$ cat src/rtl/seq_signed_divider_pkg.sv
// Shared definitions for the sequential signed divider: FSM state encoding
// and default operand width.
package seq_signed_divider_pkg;

    localparam int DEFAULT_N = 4;

    typedef enum logic [2:0] {
        IDLE = 3'd0,
        LOAD = 3'd1,
        CALC = 3'd2,
        FIX  = 3'd3,
        DONE = 3'd4
    } state_t;

endpackage

$ cat src/rtl/seq_signed_divider_div_step.sv
// One unsigned restoring-division step: shift in the next dividend bit,
// try to subtract the divisor magnitude, keep the result if no borrow.
module div_step
    import seq_signed_divider_pkg::*;
#(
    parameter int N = DEFAULT_N
) (
    input  logic [N:0] rem_in,
    input  logic       bit_in,
    input  logic [N:0] dmag,
    output logic [N:0] rem_out,
    output logic       q_bit
);

    logic [N+1:0] shifted_s;
    logic [N+1:0] trial_s;

    // Trial subtraction; the top bit of the difference is the borrow.
    always_comb begin
        shifted_s = {rem_in, bit_in};
        trial_s   = shifted_s - {1'b0, dmag};
        q_bit     = ~trial_s[N+1];
        if (q_bit) begin
            rem_out = trial_s[N:0];
        end else begin
            rem_out = shifted_s[N:0];
        end
    end

endmodule

$ cat src/rtl/seq_signed_divider.sv
// Multi-cycle signed divider (2N-bit / N-bit) built on an unsigned restoring
// core with sign fix-up, overflow and divide-by-zero detection.
module seq_signed_divider
    import seq_signed_divider_pkg::*;
#(
    parameter int N = DEFAULT_N
) (
    input  logic                  clk,
    input  logic                  rst,
    input  logic                  start,
    input  logic signed [2*N-1:0] dividend,
    input  logic signed [N-1:0]   divisor,
    output logic signed [N-1:0]   quotient,
    output logic signed [N-1:0]   remainder,
    output logic                  busy,
    output logic                  done,
    output logic                  ovf,
    output logic                  dbz
);

    localparam int CW = $clog2(2*N) + 1;
    localparam logic [CW-1:0]  LAST_STEP = CW'(2*N - 1);
    localparam logic [CW-1:0]  CNT_ONE   = {{(CW-1){1'b0}}, 1'b1};
    localparam logic [2*N-1:0] QMAG_POS  = (2*N)'(2**(N-1) - 1);
    localparam logic [2*N-1:0] QMAG_NEG  = (2*N)'(2**(N-1));

    state_t state_r;
    state_t state_s;

    logic [2*N-1:0] dvd_r;
    logic [N-1:0]   dvs_r;
    logic [2*N-1:0] acc_q_r;
    logic [N:0]     rem_r;
    logic [N:0]     dmag_r;
    logic           sd_r;
    logic           sq_r;
    logic [CW-1:0]  cnt_r;

    logic [N-1:0]   quotient_r;
    logic [N-1:0]   remainder_r;
    logic           busy_r;
    logic           done_r;
    logic           ovf_r;
    logic           dbz_r;

    logic [2*N:0]   dvd_ext_s;
    logic [2*N-1:0] dvd_mag_s;
    logic [N:0]     dvs_ext_s;
    logic [N:0]     dvs_mag_s;
    logic [N:0]     step_rem_s;
    logic           step_q_s;
    logic           dbz_s;
    logic           ovf_s;
    logic [N-1:0]   q_signed_s;
    logic [N-1:0]   r_signed_s;

    div_step #(.N(N)) u_step (
        .rem_in  (rem_r),
        .bit_in  (acc_q_r[2*N-1]),
        .dmag    (dmag_r),
        .rem_out (step_rem_s),
        .q_bit   (step_q_s)
    );

    // State register.
    always_ff @(posedge clk) begin
        if (rst) begin
            state_r <= IDLE;
        end else begin
            state_r <= state_s;
        end
    end

    // Next-state logic: fixed LOAD, 2N x CALC, FIX, DONE sequence.
    always_comb begin
        state_s = state_r;
        case (state_r)
            IDLE: begin
                if (start) begin
                    state_s = LOAD;
                end else begin
                    state_s = IDLE;
                end
            end
            LOAD: state_s = CALC;
            CALC: begin
                if (cnt_r == LAST_STEP) begin
                    state_s = FIX;
                end else begin
                    state_s = CALC;
                end
            end
            FIX:     state_s = DONE;
            DONE:    state_s = IDLE;
            default: state_s = IDLE;
        endcase
    end

    // Magnitudes are widened by one bit so the most-negative operands do not wrap.
    always_comb begin
        dvd_ext_s = {dvd_r[2*N-1], dvd_r};
        dvs_ext_s = {dvs_r[N-1], dvs_r};
        if (dvd_r[2*N-1]) begin
            dvd_mag_s = (2*N)'(-dvd_ext_s);
        end else begin
            dvd_mag_s = (2*N)'(dvd_ext_s);
        end
        if (dvs_r[N-1]) begin
            dvs_mag_s = -dvs_ext_s;
        end else begin
            dvs_mag_s = dvs_ext_s;
        end
    end

    // Sign fix-up and range check on the finished magnitude quotient.
    always_comb begin
        dbz_s = (dmag_r == {(N+1){1'b0}});
        if (dbz_s) begin
            ovf_s = 1'b0;
        end else if (sq_r) begin
            ovf_s = (acc_q_r > QMAG_NEG);
        end else begin
            ovf_s = (acc_q_r > QMAG_POS);
        end
        if (sq_r) begin
            q_signed_s = N'(-acc_q_r);
        end else begin
            q_signed_s = acc_q_r[N-1:0];
        end
        if (sd_r) begin
            r_signed_s = N'(-rem_r);
        end else begin
            r_signed_s = N'(rem_r);
        end
    end

    // Datapath: operand capture, iteration, and result registers.
    always_ff @(posedge clk) begin
        if (rst) begin
            dvd_r       <= '0;
            dvs_r       <= '0;
            acc_q_r     <= '0;
            rem_r       <= '0;
            dmag_r      <= '0;
            sd_r        <= 1'b0;
            sq_r        <= 1'b0;
            cnt_r       <= '0;
            quotient_r  <= '0;
            remainder_r <= '0;
            ovf_r       <= 1'b0;
            dbz_r       <= 1'b0;
        end else begin
            case (state_r)
                IDLE: begin
                    if (start) begin
                        dvd_r <= dividend;
                        dvs_r <= divisor;
                    end
                end
                LOAD: begin
                    acc_q_r <= dvd_mag_s;
                    rem_r   <= '0;
                    dmag_r  <= dvs_mag_s;
                    sd_r    <= dvd_r[2*N-1];
                    sq_r    <= dvd_r[2*N-1] ^ dvs_r[N-1];
                    cnt_r   <= '0;
                end
                CALC: begin
                    acc_q_r <= {acc_q_r[2*N-2:0], step_q_s};
                    rem_r   <= step_rem_s;
                    cnt_r   <= cnt_r + CNT_ONE;
                end
                FIX: begin
                    if (dbz_s || ovf_s) begin
                        quotient_r  <= '0;
                        remainder_r <= '0;
                    end else begin
                        quotient_r  <= q_signed_s;
                        remainder_r <= r_signed_s;
                    end
                    ovf_r <= ovf_s;
                    dbz_r <= dbz_s;
                end
                default: begin
                end
            endcase
        end
    end

    // busy covers cycles 1..2N+2 after acceptance; done follows the DONE state.
    always_ff @(posedge clk) begin
        if (rst) begin
            busy_r <= 1'b0;
            done_r <= 1'b0;
        end else begin
            busy_r <= (state_s == CALC) || (state_s == FIX) || (state_s == DONE);
            done_r <= (state_r == DONE);
        end
    end

    assign quotient  = quotient_r;
    assign remainder = remainder_r;
    assign busy      = busy_r;
    assign done      = done_r;
    assign ovf       = ovf_r;
    assign dbz       = dbz_r;

endmodule
$ cat config.mk
export PLATFORM = sky130hd
export DESIGN_NAME = seq_signed_divider
export DESIGN_NICKNAME = d
export VERILOG_FILES = /design/src/rtl/seq_signed_divider_pkg.sv /design/src/rtl/seq_signed_divider_div_step.sv /design/src/rtl/seq_signed_divider.sv
export SDC_FILE = /design/constraint.sdc
export NUM_CORES = 1
export LEC_CHECK = 0
export ABC_CLOCK_PERIOD_IN_PS = 1900
export BUFFER_PORTS_ARGS = -buffer_cell sky130_fd_sc_hd__buf_2
export CORE_ASPECT_RATIO = 0.75
export CORE_MARGIN = 5
export CORE_UTILIZATION = 53
export DETAILED_ROUTE_END_ITERATION = 8
export PLACE_DENSITY_LB_ADDON = 0.2
export SYNTH_ARGS = -nofsm -noshare
export SYNTH_HDL_FRONTEND = slang
export SYNTH_SLANG_ARGS = --single-unit
$ cat constraint.sdc
create_clock -name clk -period 1.9 [get_ports clk]
set_clock_uncertainty 0.15 [all_clocks]
set_input_delay 0.38 -clock clk [delete_from_list [all_inputs] [get_ports clk]]
set_output_delay 0.38 -clock clk [all_outputs]
set_load 0.01 [all_outputs]
==> results.ini <==
[status]
status=finished with violations
violations=setup timing

[yosys]
avgSynthCellArea_um2=8.56
synthArstFlopShare=0
seq_area_frac_synth=0.394
synth_nets=329
syn-instance-count=303
synth_edf_count=0
ys_seq_elements=51
ys_warn_count=0
synth-main-ff-cell=dfxtp_1
synth_cell_types=55
synth_area_um2=2590

[finish]
layout.nets=381
drive_gt1_frac=0.267
area_delta_synth_final_pct=20.8
regArea_um2=1030
fillCellCount=425
multi_input_area_um2=1470
fin_util=0.650
diodes=0

[worst_setup_path]
path_delay_family=compound AO/OA/AOI/OAI gates
cpPeakStageDelay_ns=0.34
critPathMaxFanout=5
crit_path_start=dmag_r[3]
r2r-start=dmag_r[3]
critical_path_class=flip-flop to flip-flop
path_buf_inv=1
worst_ep_required_time_ns=1.99
cpMaxStageDelayCell=or3_4
cp.arrival_ns=2.17
end_kind=flip-flop
startpoint_type=flip-flop
cp_cell_sequence=inv_2, ha_4, a21o_1, or3_4, o211ai_4, mux2_4, o21ai_1

[global_route]
antenna_found_initial=0
grt_pass1_vias=2103
gr-usage-all-layers=0.187
grt_max_degree=25
grt_pass1_wl_mm=9.95
grt-ovfl-total=0

[sta]
finalHoldViolCount=0
fin_crit_ns=2.09
setup_tns_ns=-1.01
slew_headroom=0.656
setup_slack_ns=-0.188
grt_setup_unrepaired=yes
worst_pin_slew_ns=0.514
setup_viol=6
fin_crit_sh=1.10
maxSlewViolCount=0
max_freq_mhz=479

[placed_design]
io_buffers=26
hpwl_mm=4.22
gp_congestion=0.837

[die]
rows=22
coreArea_um2=4820
die-area_um2=6400
die_h_um=70.6
io_pins=27
start_util=0.538
die_width_um=90.8

[cts]
clock_sinks=51
cts_tree=done
htreeDepth=2
cts_hold_buf=0
cts.path.max_buffers=2
clk-insertion-delay-late_ns=0.31
clk_pin_slew_ns=0.10
cts-buffers-inserted=5
cts_root_buffer=clkbuf_8

[worst_hold_path]
hold_path_class=input port to flip-flop
hp-start=dividend[5]

[power_and_ir_drop]
vdd_drop_max_mv=0.462
pwr-share-seq=0.506
swShare=0.284
switching_power_mw=0.649
clockPowerShare=0.294
p_int_mw=1.63
comb_power_share=0.200
powerDensity_nw_per_um2=729
p_leak_nw=1.26

[route]
drt-wirelength-per-cell_um=13.6
drtPass1Iterations=4
num_vias=2204
drtAntennaViolNets=0
drtIter0Drc=80
wl_mm=5.68
vias_per_cell=5.30
route.detailed.drc=0

[run]
max_cap_viol_count=0

-- state kept, by name, summed over array words and instances, names as in the netlist, 3 cells and up --
register / cells
acc_q_r: 8
cnt_r: 4
dmag_r: 5
dvd_r: 8
dvs_r: 4
quotient: 4
rem_r: 5
remainder: 4
state_r: 3
-- worst min-delay path, stage by stage --
cell     delay (ns)
buf_2          0.09
nand2_1        0.04
a21oi_1        0.05
-- cell families after synthesis --
kind of cell | count (synthesis) | synth area share
AND/OR/NAND/NOR | 112 | 0.215
AO/OA/AOI/OAI | 77 | 0.199
flip-flops | 51 | 0.394
buffers and inverters | 30 | 0.0569
XOR/XNOR | 14 | 0.0473
adder cells (fa/ha/maj) | 11 | 0.0560
multiplexers | 8 | 0.0319
-- metrics by stage --
step	hold slack (ns)	worst slack [ns]	instances	cell area, um^2	power, mW
after floorplan	0.287	-0.111	303	2620	1.46
after global placement	0.289	-0.146	404	2960	1.57
after detailed placement	0.293	-0.198	404	2960	1.58
after CTS	0.136	-0.131	415	3090	2.28
after global routing	0.142	-0.252	416	3130	2.41
final	0.148	-0.188	416	3130	2.28
-- layout make-up --
type	count	share of cell area
clock buffer	6	0.0264
timing repair buffer	60	0.128
tap	60	0.0240
inverter	15	0.0180
clock inverter	2	0.00520
sequential	51	0.329
multi-input combinational	222	0.470
-- synthesized netlist by cell type, types with 2 or more instances --
library cell,instances,area [um^2]
a211oi_1,3,22.5
a21boi_0,4,30.0
a21oi_1,28,140
a221oi_1,3,26.3
a22oi_1,11,82.6
buf_2,5,25.0
buf_6,2,22.5
clkbuf_1,5,18.8
dfxtp_1,51,1020
dlygate4sd1_1,2,17.5
ha_1,10,125
inv_1,14,52.6
mux2i_1,6,60.1
nand2_1,44,165
nand2b_1,3,18.8
nand3_1,2,10.0
nand3b_1,3,22.5
nor2_1,31,116
nor2b_1,5,31.3
nor3_1,4,20.0
nor4b_1,3,26.3
o21a_1,2,15.0
o21ai_0,9,45.0
o21ai_1,4,20.0
o31ai_1,5,37.5
or3_1,3,18.8
xnor2_1,10,87.6
xor2_1,4,35.0
-- layer usage --
metal | GRT usage | up-vias | routed length, um
met5 | 0 | - | 0
met4 | 0.0595 | 0 | 48
met3 | 0.0414 | 5 | 251
met2 | 0.278 | 36 | 2400
met1 | 0.270 | 1005 | 2970
li1 | - | 1158 | -
-- repair_timing --
action | in CTS | in global routing
buffers inserted | 3 | 1
resized for setup | 4 | 10
pin swaps | 1 | 6
endpoints found under the setup margin | 6 | 12
-- layout by cell type, fill, tap and decap left out, drive strengths merged, types with 3 or more instances in the layout --
cell,synthesis,final
nor2,32,32
a211oi,3,3
ha,10,10
or3,4,4
o31ai,5,5
dfxtp,51,51
inv,15,15
xnor2,10,10
a22oi,11,11
a221oi,4,4
buf,8,60
nand3b,3,3
a21oi,29,29
nor2b,6,6
xor2,4,4
a21boi,4,4
nand2b,3,3
nand2,44,44
o21ai,13,13
nor3,5,5
nor4b,3,3
mux2i,6,6
clkbuf,5,6
-- path summary, 6_finish.rpt --
kind	to	slack [ns]	cells past startpoint
worst max-delay path	rem_r[1]	-0.19	7
worst min-delay path	dvd_r[5]	0.15	3
worst max register to register	rem_r[1]	-0.19	7
worst min register to register	quotient[2]	0.31	2
-- power by group through the flow --
stage / Combinational (mW) / Clock (mW) / Sequential (mW)
2_1_floorplan: 0.295 / 0 / 1.16
3_3_place_gp: 0.396 / 0 / 1.18
3_5_place_dp: 0.403 / 0 / 1.18
4_1_cts: 0.432 / 0.690 / 1.15
5_1_grt: 0.506 / 0.745 / 1.16
6_report: 0.457 / 0.671 / 1.15
(Power assumes the default switching activity.)
